<file path="config.mk">
export PLATFORM = sky130hd
export DESIGN_NAME = fetch_stage_flat
export DESIGN_NICKNAME = d
export VERILOG_FILES = /design/src/rtl/fetch_stage_pkg.sv /design/src/rtl/fetch_stage_if.sv /design/src/rtl/fetch_stage_ifid_latch.sv /design/src/rtl/fetch_stage.sv /design/src/flat_wrapper.sv
export SDC_FILE = /design/constraint.sdc
export NUM_CORES = 1
export LEC_CHECK = 0
export ABC_AREA = 1
export CORE_MARGIN = 2
export CORE_UTILIZATION = 47
export DETAILED_ROUTE_END_ITERATION = 8
export DONT_BUFFER_PORTS = 1
export PLACE_DENSITY = 0.71
export REMOVE_ABC_BUFFERS = 1
export SLEW_MARGIN = 20
export SYNTH_ARGS = -nofsm -noshare
export SYNTH_HDL_FRONTEND = slang
export SYNTH_HIERARCHICAL = 1
export SYNTH_SLANG_ARGS = --single-unit
export TNS_END_PERCENT = 1
</file>
<file path="constraint.sdc">
create_clock -name CLK -period 3.1 [get_ports CLK]
set_input_delay 0.31 -clock CLK [delete_from_list [all_inputs] [get_ports CLK]]
set_output_delay 0.31 -clock CLK [all_outputs]
set_load 0.005 [all_outputs]
</file>
<file path="src/rtl/fetch_stage_pkg.sv">
// Shared CPU types for the fetch stage: word type, fetch FSM states, PC step.
package fetch_stage_pkg;

   typedef logic [31:0] word_t;

   typedef enum logic [1:0] {
      REQ    = 2'd0,
      DRAIN  = 2'd1,
      HALTED = 2'd2
   } fetch_state_t;

   localparam word_t PC_STEP = 32'd4;

endpackage

</file>
<file path="src/rtl/fetch_stage_if.sv">
// Fetch stage bus: icache handshake, hazard/branch controls and IF/ID outputs.
// The slave modport is the fetch stage; the master modport is its environment.
interface fetch_stage_if;
   import fetch_stage_pkg::*;

   logic  ihit;
   word_t iload;
   logic  iREN;
   word_t iaddr;
   logic  stall;
   logic  flush;
   logic  redirect;
   word_t redirect_pc;
   logic  halt;
   word_t instr_out;
   word_t pc4_out;
   logic  valid_out;
   word_t fetch_cnt;

   modport slave (
      input  ihit, iload, stall, flush, redirect, redirect_pc, halt,
      output iREN, iaddr, instr_out, pc4_out, valid_out, fetch_cnt
   );

   modport master (
      output ihit, iload, stall, flush, redirect, redirect_pc, halt,
      input  iREN, iaddr, instr_out, pc4_out, valid_out, fetch_cnt
   );

endinterface

</file>
<file path="src/rtl/fetch_stage_ifid_latch.sv">
// IF/ID pipeline register: load a fetched word, hold it, or replace it with a bubble.
module ifid_latch
   import fetch_stage_pkg::*;
(
   input  logic  clk,
   input  logic  rst_n,
   input  logic  load_i,
   input  logic  bubble_i,
   input  word_t instr_i,
   input  word_t pc4_i,
   output word_t instr_o,
   output word_t pc4_o,
   output logic  valid_o
);

   word_t instr_q;
   word_t pc4_q;
   logic  valid_q;

   // Bubble beats load; with neither asserted the register holds.
   always_ff @(posedge clk) begin
      if (!rst_n) begin
         instr_q <= '0;
         pc4_q   <= '0;
         valid_q <= 1'b0;
      end else if (bubble_i) begin
         instr_q <= '0;
         pc4_q   <= '0;
         valid_q <= 1'b0;
      end else if (load_i) begin
         instr_q <= instr_i;
         pc4_q   <= pc4_i;
         valid_q <= 1'b1;
      end
   end

   assign instr_o = instr_q;
   assign pc4_o   = pc4_q;
   assign valid_o = valid_q;

endmodule

</file>
<file path="src/rtl/fetch_stage.sv">
// Instruction fetch stage: PC, pending-redirect register, fetch FSM and IF/ID.
// Optional feature macro: FETCH_PERF_CNT_EN builds the fetch_cnt counter;
// without it fetch_cnt is tied to zero.
module fetch_stage
   import fetch_stage_pkg::*;
#(
   parameter word_t PC_INIT = 32'h0000_0000
) (
   input logic           CLK,
   input logic           nRST,
   fetch_stage_if.slave  bus
);

   fetch_state_t state_q;
   word_t        pc_q;
   word_t        pend_q;
   word_t        pc_plus4;
   word_t        redir_tgt;
   logic         ifid_load;
   logic         ifid_bubble;

   assign pc_plus4  = pc_q + PC_STEP;
   assign redir_tgt = bus.redirect_pc & ~32'h3;

   assign bus.iREN  = nRST && (state_q != HALTED);
   assign bus.iaddr = pc_q;

   // IF/ID control decode: halt/redirect/flush bubble, stall holds, a hit loads, a miss bubbles.
   always_comb begin
      ifid_load   = 1'b0;
      ifid_bubble = 1'b0;
      case (state_q)
         REQ: begin
            if (bus.halt || bus.redirect || bus.flush) begin
               ifid_bubble = 1'b1;
            end else if (!bus.stall) begin
               if (bus.ihit) ifid_load   = 1'b1;
               else          ifid_bubble = 1'b1;
            end
         end
         default: ifid_bubble = 1'b1;
      endcase
   end

   // Fetch FSM with PC and pending target; DRAIN waits out a miss before taking the redirect.
   always_ff @(posedge CLK) begin
      if (!nRST) begin
         state_q <= REQ;
         pc_q    <= PC_INIT;
         pend_q  <= '0;
      end else begin
         case (state_q)
            REQ: begin
               if (bus.halt) begin
                  state_q <= HALTED;
               end else if (bus.redirect) begin
                  if (bus.ihit) begin
                     pc_q <= redir_tgt;
                  end else begin
                     pend_q  <= redir_tgt;
                     state_q <= DRAIN;
                  end
               end else if (bus.ihit && (bus.flush || !bus.stall)) begin
                  pc_q <= pc_plus4;
               end
            end
            DRAIN: begin
               if (bus.halt) begin
                  state_q <= HALTED;
               end else if (bus.ihit) begin
                  // A redirect arriving with the draining hit supersedes the saved target.
                  pc_q    <= bus.redirect ? redir_tgt : pend_q;
                  state_q <= REQ;
               end else if (bus.redirect) begin
                  pend_q <= redir_tgt;
               end
            end
            HALTED: state_q <= HALTED;
            default: state_q <= REQ;
         endcase
      end
   end

   ifid_latch u_ifid (
      .clk      (CLK),
      .rst_n    (nRST),
      .load_i   (ifid_load),
      .bubble_i (ifid_bubble),
      .instr_i  (bus.iload),
      .pc4_i    (pc_plus4),
      .instr_o  (bus.instr_out),
      .pc4_o    (bus.pc4_out),
      .valid_o  (bus.valid_out)
   );

`ifdef FETCH_PERF_CNT_EN
   word_t cnt_q;

   // Count instructions delivered into IF/ID; wraps modulo 2^32.
   always_ff @(posedge CLK) begin
      if (!nRST)          cnt_q <= '0;
      else if (ifid_load) cnt_q <= cnt_q + 32'd1;
   end

   assign bus.fetch_cnt = cnt_q;
`else
   assign bus.fetch_cnt = '0;
`endif

endmodule
</file>
<file path="src/flat_wrapper.sv">
// flat-port wrapper written by rule: the top's interface ports become plain ports
module fetch_stage_flat import fetch_stage_pkg::*;
#(
   parameter word_t PC_INIT = 32'h0000_0000
)
  (CLK, nRST, bus_ihit, bus_iload, bus_stall, bus_flush, bus_redirect, bus_redirect_pc, bus_halt, bus_iREN, bus_iaddr, bus_instr_out, bus_pc4_out, bus_valid_out, bus_fetch_cnt);
  fetch_stage_if bus_i ();
  input logic CLK;
  input logic nRST;
  input wire logic [$bits(bus_i.ihit)-1:0] bus_ihit;
  input wire logic [$bits(bus_i.iload)-1:0] bus_iload;
  input wire logic [$bits(bus_i.stall)-1:0] bus_stall;
  input wire logic [$bits(bus_i.flush)-1:0] bus_flush;
  input wire logic [$bits(bus_i.redirect)-1:0] bus_redirect;
  input wire logic [$bits(bus_i.redirect_pc)-1:0] bus_redirect_pc;
  input wire logic [$bits(bus_i.halt)-1:0] bus_halt;
  output wire logic [$bits(bus_i.iREN)-1:0] bus_iREN;
  output wire logic [$bits(bus_i.iaddr)-1:0] bus_iaddr;
  output wire logic [$bits(bus_i.instr_out)-1:0] bus_instr_out;
  output wire logic [$bits(bus_i.pc4_out)-1:0] bus_pc4_out;
  output wire logic [$bits(bus_i.valid_out)-1:0] bus_valid_out;
  output wire logic [$bits(bus_i.fetch_cnt)-1:0] bus_fetch_cnt;
  assign bus_i.ihit = bus_ihit;
  assign bus_i.iload = bus_iload;
  assign bus_i.stall = bus_stall;
  assign bus_i.flush = bus_flush;
  assign bus_i.redirect = bus_redirect;
  assign bus_i.redirect_pc = bus_redirect_pc;
  assign bus_i.halt = bus_halt;
  assign bus_iREN = bus_i.iREN;
  assign bus_iaddr = bus_i.iaddr;
  assign bus_instr_out = bus_i.instr_out;
  assign bus_pc4_out = bus_i.pc4_out;
  assign bus_valid_out = bus_i.valid_out;
  assign bus_fetch_cnt = bus_i.fetch_cnt;
  fetch_stage #(.PC_INIT(PC_INIT)) u_core (.CLK(CLK), .nRST(nRST), .bus(bus_i));
endmodule
</file>
==> results.md <==
Status:
- The run finished with clean final reports.

GRT:
- The number of global-route vias before repair is 5248.
- The number of antenna violations at the first check in global routing is 0.
- Across every metal layer, demand over resource in global routing totals 0.230.
- The pin count of the biggest net entering global routing is 85.
- The global-route congestion overflow total is 0.
- The first global-routing pass estimated 27000 um of wire.

Worst setup path:
- The worst stage delay on the critical path is 0.81 ns.
- The data required time at the worst endpoint is 3.38 ns.
- The critical path in this run is classified as reg2reg.
- The signal on the critical path passes through nor2_1 > inv_1 > nor2_1 > inv_1 > nor4_2 > clkinv_2 > nand2_1 > a21oi_1.
- The endpoint type of the worst setup path is a flop.
- The kind of launch point of the worst setup path is a flop.
- On the critical path, the stage with the largest delay is an instance of sky130_fd_sc_hd__clkinv_2.
- Of all nets on the critical path, the largest fanout is 64.
- For the worst setup path, the data arrival time is 2.76 ns.

Synth:
- The portion of the post-synthesis area used by sequential elements is 0.389.
- After synthesis the netlist holds a flip-flop and latch count of 131.
- After synthesis the cells add up to 6740 um^2.
- The predominant post-synthesis flop cell is sky130_fd_sc_hd__dfxtp_1.
- The fraction of registers with async set/reset is 0.
- By count the netlist is led by 367 x sky130_fd_sc_hd__nand2_1, 172 x sky130_fd_sc_hd__a21oi_1, 131 x sky130_fd_sc_hd__dfxtp_1.
- The count of synthesis-stage warnings from yosys is 6.
- The top-area cell type share of the netlist area is 0.389.
- Counting flops with a built-in enable in the synthesized netlist gives 0.
- The distinct cell type count of the synthesized netlist is 38.
- The leading area contributor after synthesis is sky130_fd_sc_hd__dfxtp_1.
- In the post-synthesis netlist, the cell with the most instances is sky130_fd_sc_hd__nand2_1.
- A synthesized cell averages 6.78 um^2.
- After synthesis, the cell types taking the most area are sky130_fd_sc_hd__dfxtp_1 39%, sky130_fd_sc_hd__nand2_1 20%, sky130_fd_sc_hd__a21oi_1 13%.
- In the synthesized netlist, the number of instances is 994.

Clock network:
- The number of hold buffers added after CTS was 0.
- The count of H-tree levels built during CTS is 4.
- The number of buffers inserted by post-CTS setup repair is 0.
- The clock tree from TritonCTS is done.
- After clock tree synthesis, the clock-pin slew on the worst setup and hold paths is 0.06 ns.
- In this run the deepest clock path goes through 2 buffers.
- The clock latency of the later-clocked register in the worst-skew pair is 0.43 ns.
- The clock net in this run drives a total of 131 sinks.
- The buffer type at the clock tree root is sky130_fd_sc_hd__clkbuf_16.
- In this run, CTS created clock tree buffers numbering 17.
- The number of instances resized during post-cts repair is 0.

Timing:
- Of the available clock period, the critical path in the final layout requires 0.802.
- The timing-limited maximum frequency is 0.402 GHz.
- Setup violations remaining at the end of the flow were counted as 0.
- The worst hold slack after final layout is 0.0257 ns.
- The number of hold-slack violations in the final timing report came to 0.
- The worst pin sits at a relative slew slack of 0.357.
- The number of pins with negative max-slew slack in the final report came to 0.
- On the final layout, the worst clock skew is 0.00854 ns.
- For the final routed database, the setup TNS stands at 0 ns.
- For the finished layout, the period the worst path requires is 2.49 ns.
- Setup repair after global routing left no endpoint under its margin.
- The slew at the pin closest to its max-slew limit is 0.965 ns.

Cells and area:
- The multi-input combinational cells in the finished layout cover a total of 3530 um^2.
- From synthesis to final layout, the design area changed by 6.07%.
- The finished layout cell area is 7150 um^2.
- In the final layout, flip-flops and latches occupy 2620 um^2.
- Fill cells in the final layout number 1398.
- The core occupancy in the finished layout is 0.513.
- The antenna cell count is 0.
- The count of placed standard cells in the final layout, fillers left out is 1152.
- The final layout net count is 1032.
- Of the cells placed in the final design, the portion with a size suffix greater than 1 is 0.0679.

Detailed routing:
- After detailed routing, the average wire length per cell comes to 15.7 um.
- The number of nets with antenna violations after detailed routing is 0.
- In this run, the number of DRC markers left after iteration 0 of detailed routing was 320.
- Using the TritonRoute via totals, the vias-per-cell ratio works out to 5.24.
- The routed layout has 6042 vias.
- After detailed routing, the total wire length is 18000 um.
- The number of iterations in the first detailed-routing pass is 5.
- For this run, design rule violations remaining after detail routing come to 0.

Power:
- The static leakage is 2.70 nW.
- In this run the power density over the cells is 583 nW/um^2.
- The worst-case IR drop observed on VDD is 0.912 mV.

Place:
- The placed instance count is 1121.
- Once placement finished, the instance area stood at 6550 um^2.
- After legalization and detailed placement, the total HPWL measured 11700 um.
- The routability-driven placement congestion ratio is 0.870.
- Port buffering added 0 buffers.

Flow run:
- The tool flagged a number of max-cap violations equal to 0.

Die:
- The area of the core is 13900 um^2.
- The die covers 15300 um^2.
- The boundary pin count is 201.
- The number of placement rows is 43.
- The initial standard-cell utilization of the core is 0.483.
- The die is 124 um tall.
- The die boundary width is 124 um.

Hold path:
- The path class of the tightest hold or removal check is in2reg.
==> area by class of cell <==
type / instances / share of cell area
Clock buffer: 21 / 0.0644
Tap cell: 180 / 0.0315
Inverter: 31 / 0.0165
Multi-Input combinational cell: 772 / 0.495
Clock inverter: 10 / 0.0186
Timing Repair Buffer: 7 / 0.00735
Sequential cell: 131 / 0.367
==> path summary, 6_finish.rpt <==
| path | from | end | slack, ns | depth (start not counted) |
|---|---|---|---|---|
| setup / recovery | u_core/state_q[0] | u_core/u_ifid/pc4_o[8] | 0.61 | 8 |
| hold / removal | nRST | u_core/pend_q[23] | 0.03 | 2 |
| setup reg to reg | u_core/state_q[0] | u_core/u_ifid/pc4_o[8] | 0.61 | 8 |
| hold reg to reg | u_core/pend_q[0] | u_core/pend_q[0] | 0.47 | 2 |
==> cell usage in the layout, fill, tap and decap left out, types with 4 or more instances in the layout <==
cell type                     n
sky130_fd_sc_hd__and2_1      10
sky130_fd_sc_hd__nand3b_1     4
sky130_fd_sc_hd__nand3_1     18
sky130_fd_sc_hd__nand2_1    365
sky130_fd_sc_hd__xor2_1       4
sky130_fd_sc_hd__conb_1      32
sky130_fd_sc_hd__inv_1       26
sky130_fd_sc_hd__clkinv_2     5
sky130_fd_sc_hd__xnor2_1      4
sky130_fd_sc_hd__o21ai_0     63
sky130_fd_sc_hd__clkbuf_16   17
sky130_fd_sc_hd__a21oi_1    172
sky130_fd_sc_hd__xor2_2       6
sky130_fd_sc_hd__a31oi_1      8
sky130_fd_sc_hd__nor2_1      59
sky130_fd_sc_hd__buf_4        7
sky130_fd_sc_hd__nor2_4       9
sky130_fd_sc_hd__dfxtp_1    131
==> state kept, by name, summed over array words and instances, names as in the netlist <==
register / flops
u_core/u_ifid/valid_o: 1
u_core/u_ifid/instr_o: 32
u_core/bus.iaddr: 32
u_core/u_ifid/pc4_o: 32
u_core/state_q: 2
u_core/pend_q: 32
==> power by group <==
group          internal [mW]  switching [mW]  total [mW]
Combinational          0.103           0.199       0.301
Sequential              1.74          0.0800        1.82
Clock                   1.29           0.747        2.04
Total                   3.14            1.03        4.17
==> kinds of logic (layout without fill, tap and decap cells) <==
logic type | count (synthesis) | count (layout) | synth area share
other | 1 | 32 | 0.000557
AND/OR/NAND/NOR | 480 | 480 | 0.294
flip-flops | 131 | 131 | 0.389
AO/OA/AOI/OAI | 245 | 245 | 0.184
buffers and inverters | 122 | 69 | 0.105
XOR/XNOR | 14 | 14 | 0.0249
adder cells (fa/ha/maj) | 1 | 1 | 0.00186
==> per-stage QoR <==
stage	setup slack, ns	total power, mW
2_1_floorplan	-4.52	2.07
3_3_place_gp	0.871	2.15
3_5_place_dp	0.795	2.15
4_1_cts	0.788	4.19
5_1_grt	0.339	4.32
6_report	0.613	4.17
==> worst max-delay path, delay by kind of cell, from the launching register on <==
family          cells  cell delay (ns)
buf+inv             3             0.97
compound gates      1             0.09
flops               1             0.34
simple gates        4             0.92
==> layer usage <==
layer	global-route usage	part of all wire
met5	0	0
met4	0.0774	0.016
met3	0.0934	0.12
met2	0.374	0.46
met1	0.276	0.40
Power figures use the tool's default switching activity.
